File: config.mk
export PLATFORM = sky130hd
export DESIGN_NAME = instruction_encoder
export DESIGN_NICKNAME = d
export VERILOG_FILES = /design/src/rtl/instruction_encoder_pkg.sv /design/src/rtl/instruction_fifo.sv /design/src/rtl/instruction_encoder.sv
export SDC_FILE = /design/constraint.sdc
export NUM_CORES = 1
export LEC_CHECK = 0
export BUFFER_PORTS_ARGS = -buffer_cell sky130_fd_sc_hd__buf_2
export CAP_MARGIN = 20
export CORE_MARGIN = 4
export CORE_UTILIZATION = 45
export DETAILED_ROUTE_END_ITERATION = 12
export GPL_TIMING_DRIVEN = 0
export PLACE_DENSITY_LB_ADDON = 0.25
export SYNTH_ARGS = -nofsm -noshare
export SYNTH_HDL_FRONTEND = slang
export SYNTH_HIERARCHICAL = 1
export SYNTH_SLANG_ARGS = --single-unit
File: constraint.sdc
create_clock -name clk -period 4 [get_ports clk]
set_clock_uncertainty 0.2 [all_clocks]
set_input_delay 0.6 -clock clk [delete_from_list [all_inputs] [get_ports clk]]
set_output_delay 0.6 -clock clk [all_outputs]
set_load 0.01 [all_outputs]
File: src/rtl/instruction_encoder_pkg.sv
// instruction_encoder_pkg: shared RV32 field constants, op_select encoding and the encode helper
package instruction_encoder_pkg;
  localparam int DATA_WIDTH = 32;
  localparam int REGADDR_WIDTH = 5;
  localparam int INSTRUCTION_WIDTH = 32;
  localparam logic [6:0] OPC_OP = 7'h33;
  localparam logic [6:0] OPC_OP_IMM = 7'h13;
  localparam logic [2:0] F3_ADD_SUB = 3'd0;
  localparam logic [2:0] F3_MUL = 3'd0;
  localparam logic [2:0] F3_SLT = 3'd2;
  localparam logic [2:0] F3_SLTU = 3'd3;
  localparam logic [2:0] F3_DIV = 3'd4;
  localparam logic [2:0] F3_DIVU = 3'd5;
  localparam logic [2:0] F3_REM = 3'd6;
  localparam logic [2:0] F3_REMU = 3'd7;
  localparam logic [6:0] F7_BASE = 7'h00;
  localparam logic [6:0] F7_SUB = 7'h20;
  localparam logic [6:0] F7_MULDIV = 7'h01;
  typedef enum logic [3:0] {
    OP_ADDI  = 4'd0,
    OP_ADD   = 4'd1,
    OP_SUB   = 4'd2,
    OP_MUL   = 4'd3,
    OP_DIV   = 4'd4,
    OP_DIVU  = 4'd5,
    OP_REM   = 4'd6,
    OP_REMU  = 4'd7,
    OP_SLTI  = 4'd8,
    OP_SLTIU = 4'd9,
    OP_SLT   = 4'd10,
    OP_SLTU  = 4'd11
  } op_sel_e;
  typedef struct packed {
    logic ok;
    logic [INSTRUCTION_WIDTH-1:0] word;
  } enc_t;
  function automatic logic is_itype(input logic [3:0] op);
    return op == OP_ADDI || op == OP_SLTI || op == OP_SLTIU;
  endfunction
  function automatic logic is_supported(input logic [3:0] op);
    return op <= OP_SLTU;
  endfunction
  // A 32-bit value fits a 12-bit signed immediate when bits 31..11 are all copies of the sign
  function automatic logic imm_fits(input logic [DATA_WIDTH-1:0] imm);
    return (&imm[31:11]) | ~(|imm[31:11]);
  endfunction
  function automatic logic [2:0] funct3_of(input logic [3:0] op);
    case (op)
      OP_DIV:            return F3_DIV;
      OP_DIVU:           return F3_DIVU;
      OP_REM:            return F3_REM;
      OP_REMU:           return F3_REMU;
      OP_SLT, OP_SLTI:   return F3_SLT;
      OP_SLTU, OP_SLTIU: return F3_SLTU;
      OP_MUL:            return F3_MUL;
      default:           return F3_ADD_SUB;
    endcase
  endfunction
  function automatic logic [6:0] funct7_of(input logic [3:0] op);
    return op == OP_SUB ? F7_SUB : (op >= OP_MUL && op <= OP_REMU) ? F7_MULDIV : F7_BASE;
  endfunction
  function automatic enc_t encode(
    input logic [3:0] op,
    input logic [REGADDR_WIDTH-1:0] rd,
    input logic [REGADDR_WIDTH-1:0] rs1,
    input logic [REGADDR_WIDTH-1:0] rs2,
    input logic [DATA_WIDTH-1:0] imm
  );
    enc_t e;
    e.ok = is_supported(op) && (!is_itype(op) || imm_fits(imm));
    e.word = is_itype(op) ? {imm[11:0], rs1, funct3_of(op), rd, OPC_OP_IMM}
                          : {funct7_of(op), rs2, rs1, funct3_of(op), rd, OPC_OP};
    return e;
  endfunction
endpackage

File: src/rtl/instruction_fifo.sv
// instruction_fifo: power-of-two circular buffer with occupancy counter and zero output when empty
module instruction_fifo #(
  parameter int WIDTH = 32,
  parameter int DEPTH = 4
) (
  input  logic             clk,
  input  logic             rst_n,
  input  logic             push,
  input  logic             pop,
  input  logic [WIDTH-1:0] wdata,
  output logic [WIDTH-1:0] rdata,
  output logic             full,
  output logic             empty
);
  localparam int AW = $clog2(DEPTH);
  logic [WIDTH-1:0] mem [DEPTH];
  logic [AW-1:0] wptr, rptr;
  logic [AW:0] count;
  logic do_push, do_pop;
  assign full = count == (AW+1)'(DEPTH);
  assign empty = count == '0;
  assign do_push = push & ~full;
  assign do_pop = pop & ~empty;
  assign rdata = empty ? '0 : mem[rptr];
  // Pointers wrap naturally at DEPTH; simultaneous push and pop leaves count unchanged
  always_ff @(posedge clk or negedge rst_n) begin
    if (!rst_n) begin
      wptr <= '0;
      rptr <= '0;
      count <= '0;
    end else begin
      if (do_push) wptr <= wptr + 1'b1;
      if (do_pop) rptr <= rptr + 1'b1;
      count <= count + (AW+1)'(do_push) - (AW+1)'(do_pop);
    end
  end
  // Storage needs no reset: empty masks stale contents
  always_ff @(posedge clk) begin
    if (do_push) mem[wptr] <= wdata;
  end
endmodule

File: src/rtl/instruction_encoder.sv
// instruction_encoder: encodes RV32 ALU/M requests into a FIFO and flags rejected requests
module instruction_encoder
  import instruction_encoder_pkg::*;
#(
  parameter int FIFO_DEPTH = 4
) (
  input  logic                         clk,
  input  logic                         rst_n,
  input  logic                         op_valid,
  output logic                         op_ready,
  input  logic [3:0]                   op_select,
  input  logic [REGADDR_WIDTH-1:0]     rd,
  input  logic [REGADDR_WIDTH-1:0]     rs1,
  input  logic [REGADDR_WIDTH-1:0]     rs2,
  input  logic [DATA_WIDTH-1:0]        immediateVal,
  output logic                         instr_valid,
  input  logic                         instr_ready,
  output logic [INSTRUCTION_WIDTH-1:0] instr_out,
  output logic                         error,
  output logic [7:0]                   errorCount
);
  enc_t enc;
  logic accept, reject, full, empty;
  assign enc = encode(op_select, rd, rs1, rs2, immediateVal);
  assign op_ready = ~full;
  assign accept = op_valid & op_ready;
  assign reject = accept & ~enc.ok;
  assign instr_valid = ~empty;
  instruction_fifo #(
    .WIDTH(INSTRUCTION_WIDTH),
    .DEPTH(FIFO_DEPTH)
  ) u_fifo (
    .clk(clk),
    .rst_n(rst_n),
    .push(accept & enc.ok),
    .pop(instr_valid & instr_ready),
    .wdata(enc.word),
    .rdata(instr_out),
    .full(full),
    .empty(empty)
  );
  // Error pulses the cycle after a rejected acceptance; counter saturates at 255
  always_ff @(posedge clk or negedge rst_n) begin
    if (!rst_n) begin
      error <= 1'b0;
      errorCount <= 8'd0;
    end else begin
      error <= reject;
      if (reject && errorCount != 8'hFF) errorCount <= errorCount + 8'd1;
    end
  end
endmodule
# After elaboration in Yosys (flattened, before gate mapping)
# Memory sizes are Yosys's and may differ from the RTL's.
# Index checks and enable logic that the tools add are counted.
word_totals:
  ff_bits: 16
  ramBits: 128
  rom_bits: 96
  output_inout_bits: 43
  mem_count: 3
op_classes:
  add_sub_neg: 5
  order_cmp: 3
  n_eq_ne: 5
  muxes: 6
  bitwise_logic: 11
  reduce_logical: 11
mem_list:
  columns: ["name", "depth", "word_bits", "rd", "rd_clocked_by_memory_dff", "wr", "line", "rtl"]
  rows:
  - ["u_fifo.mem", 4, 32, 1, 0, 1, "instruction_fifo.sv:16", "logic [WIDTH-1:0] mem [DEPTH];"]
  - ["(name not given)", 16, 3, 1, 0, 0, "instruction_encoder_pkg.sv:48", "case (op)"]
  - ["(name not given)", 16, 3, 1, 0, 0, "instruction_encoder_pkg.sv:48", null]
op_table:
  columns: ["op", "n"]
  rows:
  - ["$mux W32", 2]
  - ["$reduce_and A21 Y1", 1]
  - ["$reduce_or A21 Y1", 1]
  - ["$add A8 B1 Y8 const B", 1]
  - ["$eq A4 B4 Y1 const B", 2]
  - ["$ne A8 B8 Y1 const B", 1]
  - ["$and A1 B1 Y1", 6]
  - ["$mux W6", 1]
  - ["$add A2 B1 Y2 const B", 2]
  - ["$eq A4 B2 Y1 const B", 1]
  - ["$ge A4 B2 Y1 const B", 1]
  - ["$le A4 B3 Y1 const B", 1]
  - ["$le A4 B4 Y1 const B", 1]
  - ["$logic_not A4 Y1", 1]
  - ["$not A1 Y1", 4]
  - ["$add A3 B1 Y3", 1]
  - ["$eq A3 B3 Y1 const B", 1]
  - ["$logic_and A1 B1 Y1", 3]
  - ["$logic_not A3 Y1", 1]
  - ["$logic_or A1 B1 Y1", 3]
  - ["$mux W1", 3]
  - ["$sub A3 B1 Y3", 1]
  - ["$logic_not A1 Y1", 1]
  - ["$or A1 B1 Y1", 1]

# Logic depth before layout (Yosys ltp)
# Gate-level depths: netlist (run 1).
depth:
  word_depth: 10
  ltp_mapped: 13
  mapped_depth_nobuf: 12

# By module
# The synthesis (run 1) kept the hierarchy.
by_module_without_submodules:
  columns: ["module", "instances", "cells_each", "area_per_inst_um2", "seq_area_each_um2"]
  rows:
  - ["instruction_fifo", 1, 239, 5250.0, 4018.9]
  - ["instruction_encoder", 1, 92, 779.5, 225.2]

# Worst setup path after synthesis (run 1)
# OpenSTA, ideal clock, no wires.
synth_path:
  kind: "input to register"
  from: "input port immediateVal[14]"
  to: "register u_fifo.count[2]"
  setup_time_ns: 0.123
  arrival_time_ns: 3.492
  required_time_ns: 3.677
  slack_ns: 0.185
  path_stages: 13
  n_path_buf: 1
  path_cell_list: "or4_1 -> or4_1 -> o22a_1 -> buf_6 -> a21oi_1 -> nor2b_1 -> inv_1 -> ha_1 -> inv_1 -> ha_1 -> fa_1 -> xnor2_1 -> xnor2_1"
synth_via:
  elab_chain_cells: 9
  elab_cells_between_ends: 10
  cone_classes: "2 x add/sub; 4 x bitwise; 4 x reduce/logical"
synth_rtl:
  columns: ["element", "line", "rtl"]
  rows:
  - ["from (decl)", "instruction_encoder.sv:15", "input logic [DATA_WIDTH-1:0] immediateVal,"]
  - ["$reduce_or A21 Y1", "instruction_encoder_pkg.sv:45", "return (&imm[31:11]) | ~(|imm[31:11]);"]
  - ["$not A1 Y1", "instruction_encoder_pkg.sv:45", null]
  - ["$or A1 B1 Y1 *", "instruction_encoder_pkg.sv:45", null]
  - ["$logic_or A1 B1 Y1 *", "instruction_encoder_pkg.sv:70", "e.ok = is_supported(op) && (!is_itype(op) || imm_fits(imm));"]
  - ["$logic_and A1 B1 Y1 *", "instruction_encoder_pkg.sv:70", null]
  - ["$and A1 B1 Y1 *", "instruction_encoder.sv:35", ".push(accept & enc.ok),"]
  - ["$and A1 B1 Y1 *", "instruction_fifo.sv:22", "assign do_push = push & ~full;"]
  - ["$add A3 B1 Y3 *", "instruction_fifo.sv:34", "count <= count + (AW+1)'(do_push) - (AW+1)'(do_pop);"]
  - ["$sub A3 B1 Y3 *", "instruction_fifo.sv:34", null]
  - ["to (signal assigned)", "instruction_fifo.sv:34", null]
  - ["to (decl)", "instruction_fifo.sv:18", "logic [AW:0] count;"]
# Mark *: on every way between the ends. The rest lies on a longest branch, timed or not.
# A chain may end at the register's enable or synchronous reset.

# Final worst setup path (run 1)
# Ends and elaborated chain as after synthesis.

==> out/qor.yml, run 1 <==
status: "completed"
die_x_um: 123.8
htreeDepth: 4
initial_core_util_pct: 45.71
final-setup-viol-count: 0
critPathLaunchType: "primary input"
clk_pin_slew_ns: 0.05
max_slew.worst_pin.slew_ns: 0.9134
synth_edf_count: 128
finalPower_uw: 4931
globalplace.congestion: 0.7907
cp.buffers_inverters: 4
ys_ff_latch: 144
grt_usage_pct: 15.94
fin_cells: 658
rsz0062_at_grt: "no"
finalHoldViolations: 0
dr.first_iter.drc_count: 237
synth_area_per_cell_um2: 18.22
hpwl_um: 7255
grtUsageMet2_pct: 26.63
ys.flop_type: "edfxtp_1"
yosysMostFrequentCell: "edfxtp_1"
timing.final.crit_share_pct: 94.38
clock_latency_ns: 0.41
dpl.cell_count: 626
top_usage_layer: "met2"
io_pins: 98
drv_cap: 0
grt_pass1_wl_um: 17840
post-route-drc-count: 0
drtPass1Iterations: 4
cts_max_path_buffers: 2
grt_pass1_vias: 3490
crit_path_max_fanout: 9
hold_path.class: "primary input to flop"
cp.required_ns: 4.12
critPathCaptureType: "flop"
n_fill_cell: 1078
synth_top_cell_by_area: "edfxtp_1"
synth.distinct_cells: 39
die_h_um: 123.8
globalRouteMet3Util_pct: 4.632
syn_inst: 331
slowest_stage: "or4_1"
syn_area_um2: 6030
antenna_found_initial: 0
max-vdd-ir-drop_uv: 340.8
numCtsBuffers: 17
grtUsageMet1_pct: 20.12
cts_tree: "done"
drv_slew: 0
ys_warn_count: 6
dieArea_um2: 15320
cts_setup_buffers: 0
std_cell_rows: 42
wl_um: 11210
core_area_um2: 13190
numClockSinks: 144
portBuffers: 97
critPathTopFamily: "simple AND/OR/NAND/NOR gates"
viasPerCell: 4.986
vias: 3281
synth_top_area_share_pct: 63.75
seq_area_um2: 4244
power_leakage_uw: 0.002713
nets: 533
ant_nets: 0
max-slew-margin-rel_pct: 39.11
fin_crit_ns: 3.775
powerDensity_nw_per_um2: 673.6
avgRoutedWirePerCell_um: 17.03
multi_input_area_um2: 1742
grt_overflow: 0
async_reset_ff_share_pct: 11.11
synth_area_leaders: "edfxtp_1 64%, mux4_2 12%, dfrtp_1 6.6%, nor2b_1 3.8%, ha_1 1.5%"
yosysSeqAreaShare_pct: 70.39
arrival_ns: 3.90
num_antenna_cells: 0
critical_path.max_stage_delay_ns: 0.49
fmax_ghz: 0.2649
syn_to_final_growth_pct: 21.42
synthTopCellsByCount: "128 x edfxtp_1, 37 x nor2b_1, 32 x mux4_2, 16 x dfrtp_1, 11 x inv_1"
cts-root-buf: "clkbuf_16"
grt_max_degree: 33
drive_gt1_share_pct: 36.31
path_class: "primary input to flop"
path_cells: "buf_2 > or4_1 > or4_1 > o22a_1 > buf_6 > a21oi_1 > nor2b_1 > inv_1 > ha_1 > inv_1 > ha_1 > fa_1 > xnor2_1 > xnor2_1"
==> repair_timing <==
action                                  CTS  global route
gates resized for setup                   0             0
hold buffers                              1             0
endpoints found under the setup margin    0             0
hold endpoints to repair                 16             0
==> flip-flops by register name, summed over array words and instances, names as in the netlist <==
name          flops
errorCount        8
u_fifo/count      3
error             1
u_fifo/wptr       2
u_fifo/mem      128
u_fifo/rptr       2
==> where the power goes <==
group | internal, µW | total [µW] | switching (µW)
Clock | 771 | 1310 | 537
Combinational | 787 | 1630 | 841
Sequential | 1900 | 2000 | 95.2
==> kinds of logic (layout without fill, tap and decap cells) <==
| family | after synthesis | after routing | synth area share [%] |
|---|---|---|---|
| flops | 144 | 144 | 70.39 |
| simple gates | 91 | 91 | 9.151 |
| mux | 41 | 41 | 13.67 |
| buf+inv | 24 | 153 | 2.179 |
| xor+xnor | 11 | 11 | 1.598 |
| compound gates | 10 | 10 | 1.100 |
| fa+ha+maj | 8 | 8 | 1.785 |
| other cells | 2 | 24 | 0.1246 |
==> cells in the final DEF (no fill, tap or decap), types with 2 or more instances in the layout <==
cell / count
edfxtp_1: 128
buf_2: 100
nor2b_1: 37
mux4_2: 32
conb_1: 24
clkbuf_16: 17
dfrtp_1: 16
inv_1: 11
clkbuf_1: 9
xnor2_1: 9
nand4_1: 8
nand3_1: 7
ha_1: 7
and2_1: 6
mux2_2: 6
nor2_1: 5
nand2_1: 5
nor3_1: 5
buf_6: 5
clkinv_2: 5
nor4_1: 4
clkinv_1: 4
and2_2: 4
a211oi_1: 2
a21oi_1: 2
o21ai_0: 2
nand2b_1: 2
or4_1: 2
xor2_1: 2
==> routing by layer <==
metal / up-vias / wire length [µm]
met1: 1632 / 4817
met3: 14 / 630
li1: 1540 / -
met5: - / 0
met2: 95 / 5600
met4: 0 / 157
==> final timing paths <==
| check | from | to | slack, ns | cells past startpoint |
|---|---|---|---|---|
| min in group asynchronous | rst_n | errorCount[6]$_DFFE_PN0P_ | 0.42 | 2 |
| max in group asynchronous | rst_n | u_fifo/count[1]$_DFF_PN0_ | 2.91 | 2 |
| hold / removal | rs1[1] | u_fifo/mem[3][16]$_DFFE_PP_ | 0.20 | 1 |
| setup reg to reg | u_fifo/count[1]$_DFF_PN0_ | u_fifo/count[2]$_DFF_PN0_ | 0.66 | 10 |
| hold reg to reg | errorCount[0]$_DFFE_PN0P_ | errorCount[0]$_DFFE_PN0P_ | 0.32 | 1 |
| setup / recovery | immediateVal[14] | u_fifo/count[2]$_DFF_PN0_ | 0.22 | 14 |
==> per-stage QoR <==
step	hold slack, ns	setup slack [ns]	setup TNS [ns]	utilization, %	area (µm²)
floorplan	0.1044	0.1848	0	-	6112
global placement	0.3220	-0.6131	-77.02	51.69	6818
detailed placement	0.3168	-0.1425	-4.872	51.73	6823
CTS	0.1803	0.2311	0	55.50	7321
global route	0.1946	0.009601	0	55.50	7321
finish	0.2001	0.2246	0	55.50	7321
==> worst reg2reg max path, cell delays in order, from the launching register on <==
cell and delay [ns]:
dfrtp_1 0.41, nor3_2 0.57, clkbuf_1 0.53, nor2b_1 0.12, nor2b_1 0.18, ha_1 0.31
inv_1 0.04, ha_1 0.18, fa_1 0.38, xnor2_1 0.19, xnor2_1 0.16
==> final cells by class <==
class	count	area share, %
flip-flops and latches	144	57.97
multi-input cells	185	23.79
repair buffers	98	6.768
clock buffers	21	6.016
well taps	176	3.008
plain buffers	13	1.231
clock inverters	10	0.6495
inverters	11	0.5640
(Power assumes the default switching activity.)
==> run 2, diff against run 1 <==
- ABC_AREA: unset -> 1
==> run 2 against run 1 <==
  * Design area up 12%
  * Non-clock buffer count grew 18
  * Global-route usage is 2.3 points higher
  * Die area grew 11%
  * Flip-flop and latch count unchanged
  * Register-to-register slack gained 0.52 ns
  * Hold slack got worse by 0.0056 ns
  * Utilization rose by 0.94 points
  * Wire length grew 30%
  * Setup slack gained 0.63 ns
  * Synthesized area grew 12%
  * Cell count rose by 59%
  * Critical path type unchanged
  * Largest cell class unchanged
==> out/qor.yml, run 2 <==
vias: 4882
final_common_cell: "nand2_1"
syn_to_final_growth_pct: 22.30
wl_um: 14540
p_sw_share_pct: 36.20
worstRegToRegCells: 10
p_int_uw: 3493
post-route-drc-count: 0
syn_area_um2: 6733
synth.distinct_cells: 29
critPathTopFamily: "simple AND/OR/NAND/NOR gates"
pwr-share-seq_pct: 35.8
status: "completed"
grt_max_degree: 27
yosysSeqAreaShare_pct: 63.04
synthXorXnorAreaFrac_pct: 0.6504
core_area_um2: 14590
dieArea_um2: 16980
cp.required_ns: 4.10
numClockSinks: 144
slowest_stage: "ha_1"
cp_num_cells: 14
globalplace.congestion: 0.7560
syn_inst: 710
path_class: "primary input to flop"
hpwl_um: 9655
ant_nets: 0
ys_warn_count: 6
cp.buffers_inverters: 3
drv_slew: 0
std_cell_rows: 44
synth_top_cell_by_area: "edfxtp_1"
ys_ff_latch: 144
place_area_um2: 7656
setup_tns_ns: 0
multi_input_area_um2: 1841
drtPass1Iterations: 5
yosys.area_share.simple_pct: 20.16
synth_top_family_by_area: "simple AND/OR/NAND/NOR gates"
yosysMostFrequentCell: "nand2_1"
final_cell_mix: "195 x nand2_1, 163 x inv_1, 128 x edfxtp_1"
avgRoutedWirePerCell_um: 13.86
clk_pin_slew_ns: 0.06
critPathLaunchType: "primary input"
final_area_um2: 8234
powerDensity_nw_per_um2: 665.0
max_slew.worst_pin.slew_ns: 0.5612
synth_area_per_cell_um2: 9.483
crit_path_max_fanout: 10
nets: 916
die_h_um: 130.3
drive_gt1_share_pct: 19.08
r2r_start: "u_fifo/count[1]$_DFF_PN0_"
initial_core_util_pct: 46.15
comb_power_share_pct: 36.7
final-setup-viol-count: 0
switchingPower_uw: 1982
crit_top_cell: "ha_1"
path_cells: "buf_2 > or2_1 > nor2_1 > nand3_1 > nand3_2 > nand2_2 > buf_6 > nor3_1 > nand2_1 > ha_1 > inv_1 > ha_1 > fa_1 > xnor2_1"
regMostFlops: "u_fifo/mem"
ys.flop_type: "edfxtp_1"
finalHoldViolations: 0
grt_usage_pct: 18.22
power_leakage_uw: 0.003920
grt_pass1_wl_um: 23110
clock_latency_ns: 0.42
synthTopCellsByCount: "195 x nand2_1, 163 x inv_1, 128 x edfxtp_1, 73 x nand3_1"
max-vdd-ir-drop_uv: 355.2
drv_cap: 0
max-slew-margin-rel_pct: 62.59
synth_top_area_share_pct: 57.09
synth-adder-area-share_pct: 1.598
rsz0062_at_grt: "no"
synth_area_leaders: "edfxtp_1 57%, nand2_1 11%, inv_1 9.1%, dfrtp_1 5.9%, nand3_1 5.4%"
numCtsBuffers: 17
critPathCaptureType: "flop"
num_antenna_cells: 0
synth_compound_area_share_pct: 3.141
cts_tree: "done"
seq_area_um2: 4244
n_fill_cell: 1253
reg_top3: "u_fifo/mem: 128 flops, errorCount: 8 flops, u_fifo/count: 3 flops"
grt_overflow: 0
antenna_found_initial: 0
async_reset_ff_share_pct: 11.11
whs_path_depth: 1
io_pins: 98
arrival_ns: 3.25
rrSetupSlack_ns: 1.18
portBuffers: 97
fmax_ghz: 0.3179
die_x_um: 130.3
cts-root-buf: "clkbuf_16"
clock_power_share_pct: 27.6
cts_max_path_buffers: 2
startpoint: "immediateVal[11]"
hold_path.class: "primary input to flop"
cts_setup_buffers: 0
largest_reg_flops: 128
r2r-end: "u_fifo/count[2]$_DFF_PN0_"
fin_crit_ns: 3.146
dr.first_iter.drc_count: 325
critical_path.max_stage_delay_ns: 0.40
viasPerCell: 4.654
grt_pass1_vias: 4664
htreeDepth: 4
synthMuxAreaShare_pct: 0
synth_edf_count: 128
critPathCapture: "u_fifo/count[2]$_DFF_PN0_"
timing.final.crit_share_pct: 78.64
-- run 2: cell count changes in the layout (fill, tap and decap cells not counted), moves of 14 or more --
cell / change
nand2_1: +190
nand3_1: +66
mux4_2: -32
nor2_1: +24
buf_2: +14
nor2b_1: -37
inv_1: +152
a21oi_1: +31
-- run 2: logic make-up after synthesis --
group	Yosys count
AND/OR/NAND/NOR	320
flip-flops	144
other	2
adder cells (fa/ha/maj)	8
AO/OA/AOI/OAI	39
buffers and inverters	192
XOR/XNOR	5
-- run 2: how the worst min path moves through the flow --
stage	from	to	slack, ns
3_3_place_gp	u_fifo/count[0]$_DFF_PN0_	u_fifo/count[0]$_DFF_PN0_	0.29
4_1_cts	rs1[1]	u_fifo/mem[3][16]$_DFFE_PP_	0.17
5_1_grt	rs1[1]	u_fifo/mem[0][16]$_DFFE_PP_	0.19
3_5_place_dp	u_fifo/count[0]$_DFF_PN0_	u_fifo/count[0]$_DFF_PN0_	0.30
6_report	rs1[1]	u_fifo/mem[0][16]$_DFFE_PP_	0.19
2_1_floorplan	rst_n	error$_DFF_PN0_	0.10
-- run 2: area by class of cell --
| type | count | area share [%] |
|---|---|---|
| plain buffers | 27 | 1.717 |
| clock buffers | 17 | 5.166 |
| clock inverters | 14 | 1.732 |
| inverters | 165 | 7.522 |
| multi-input cells | 396 | 22.35 |
| flip-flops and latches | 144 | 51.54 |
| well taps | 184 | 2.796 |
| repair buffers | 102 | 7.172 |
-- run 2: stage by stage --
stage / std cells / setup WS (ns) / util [%] / power (µW) / hold WS [ns]
finish: 1049 / 0.8544 / 56.44 / 5475 / 0.1945
global route: 1049 / 0.6720 / 56.44 / 5853 / 0.1853
CTS: 1049 / 0.8364 / 56.44 / 5547 / 0.1722
detailed placement: 1017 / 0.4022 / 52.48 / 4024 / 0.2954
global placement: 1013 / -1.156 / 51.62 / 3956 / 0.2897
floorplan: 732 / 0.3036 / - / 3223 / 0.1044
-- run 2: metal layers --
metal | track usage (%) | share of wire [%] | up-vias
met1 | 22.51 | 42 | 2229
met5 | 0 | 0 | -
li1 | - | - | 2495
met4 | 8.130 | 1.9 | 0
met2 | 30.51 | 50 | 139
met3 | 4.298 | 6.0 | 19
-- run 2: what timing repair did --
item	CTS	global route
gates resized for setup	0	0
setup endpoints to repair	0	0
endpoints found under the hold margin	16	0
hold buffers	1	0
-- run 2: power groups by stage --
| stage | logic (µW) | registers [µW] | clock network [µW] |
|---|---|---|---|
| floorplan | 1230 | 1990 | 0 |
| global placement | 1960 | 2000 | 0 |
| detailed placement | 2040 | 1990 | 0 |
| CTS | 2050 | 1960 | 1540 |
| global route | 2260 | 1980 | 1610 |
| finish | 2010 | 1960 | 1510 |
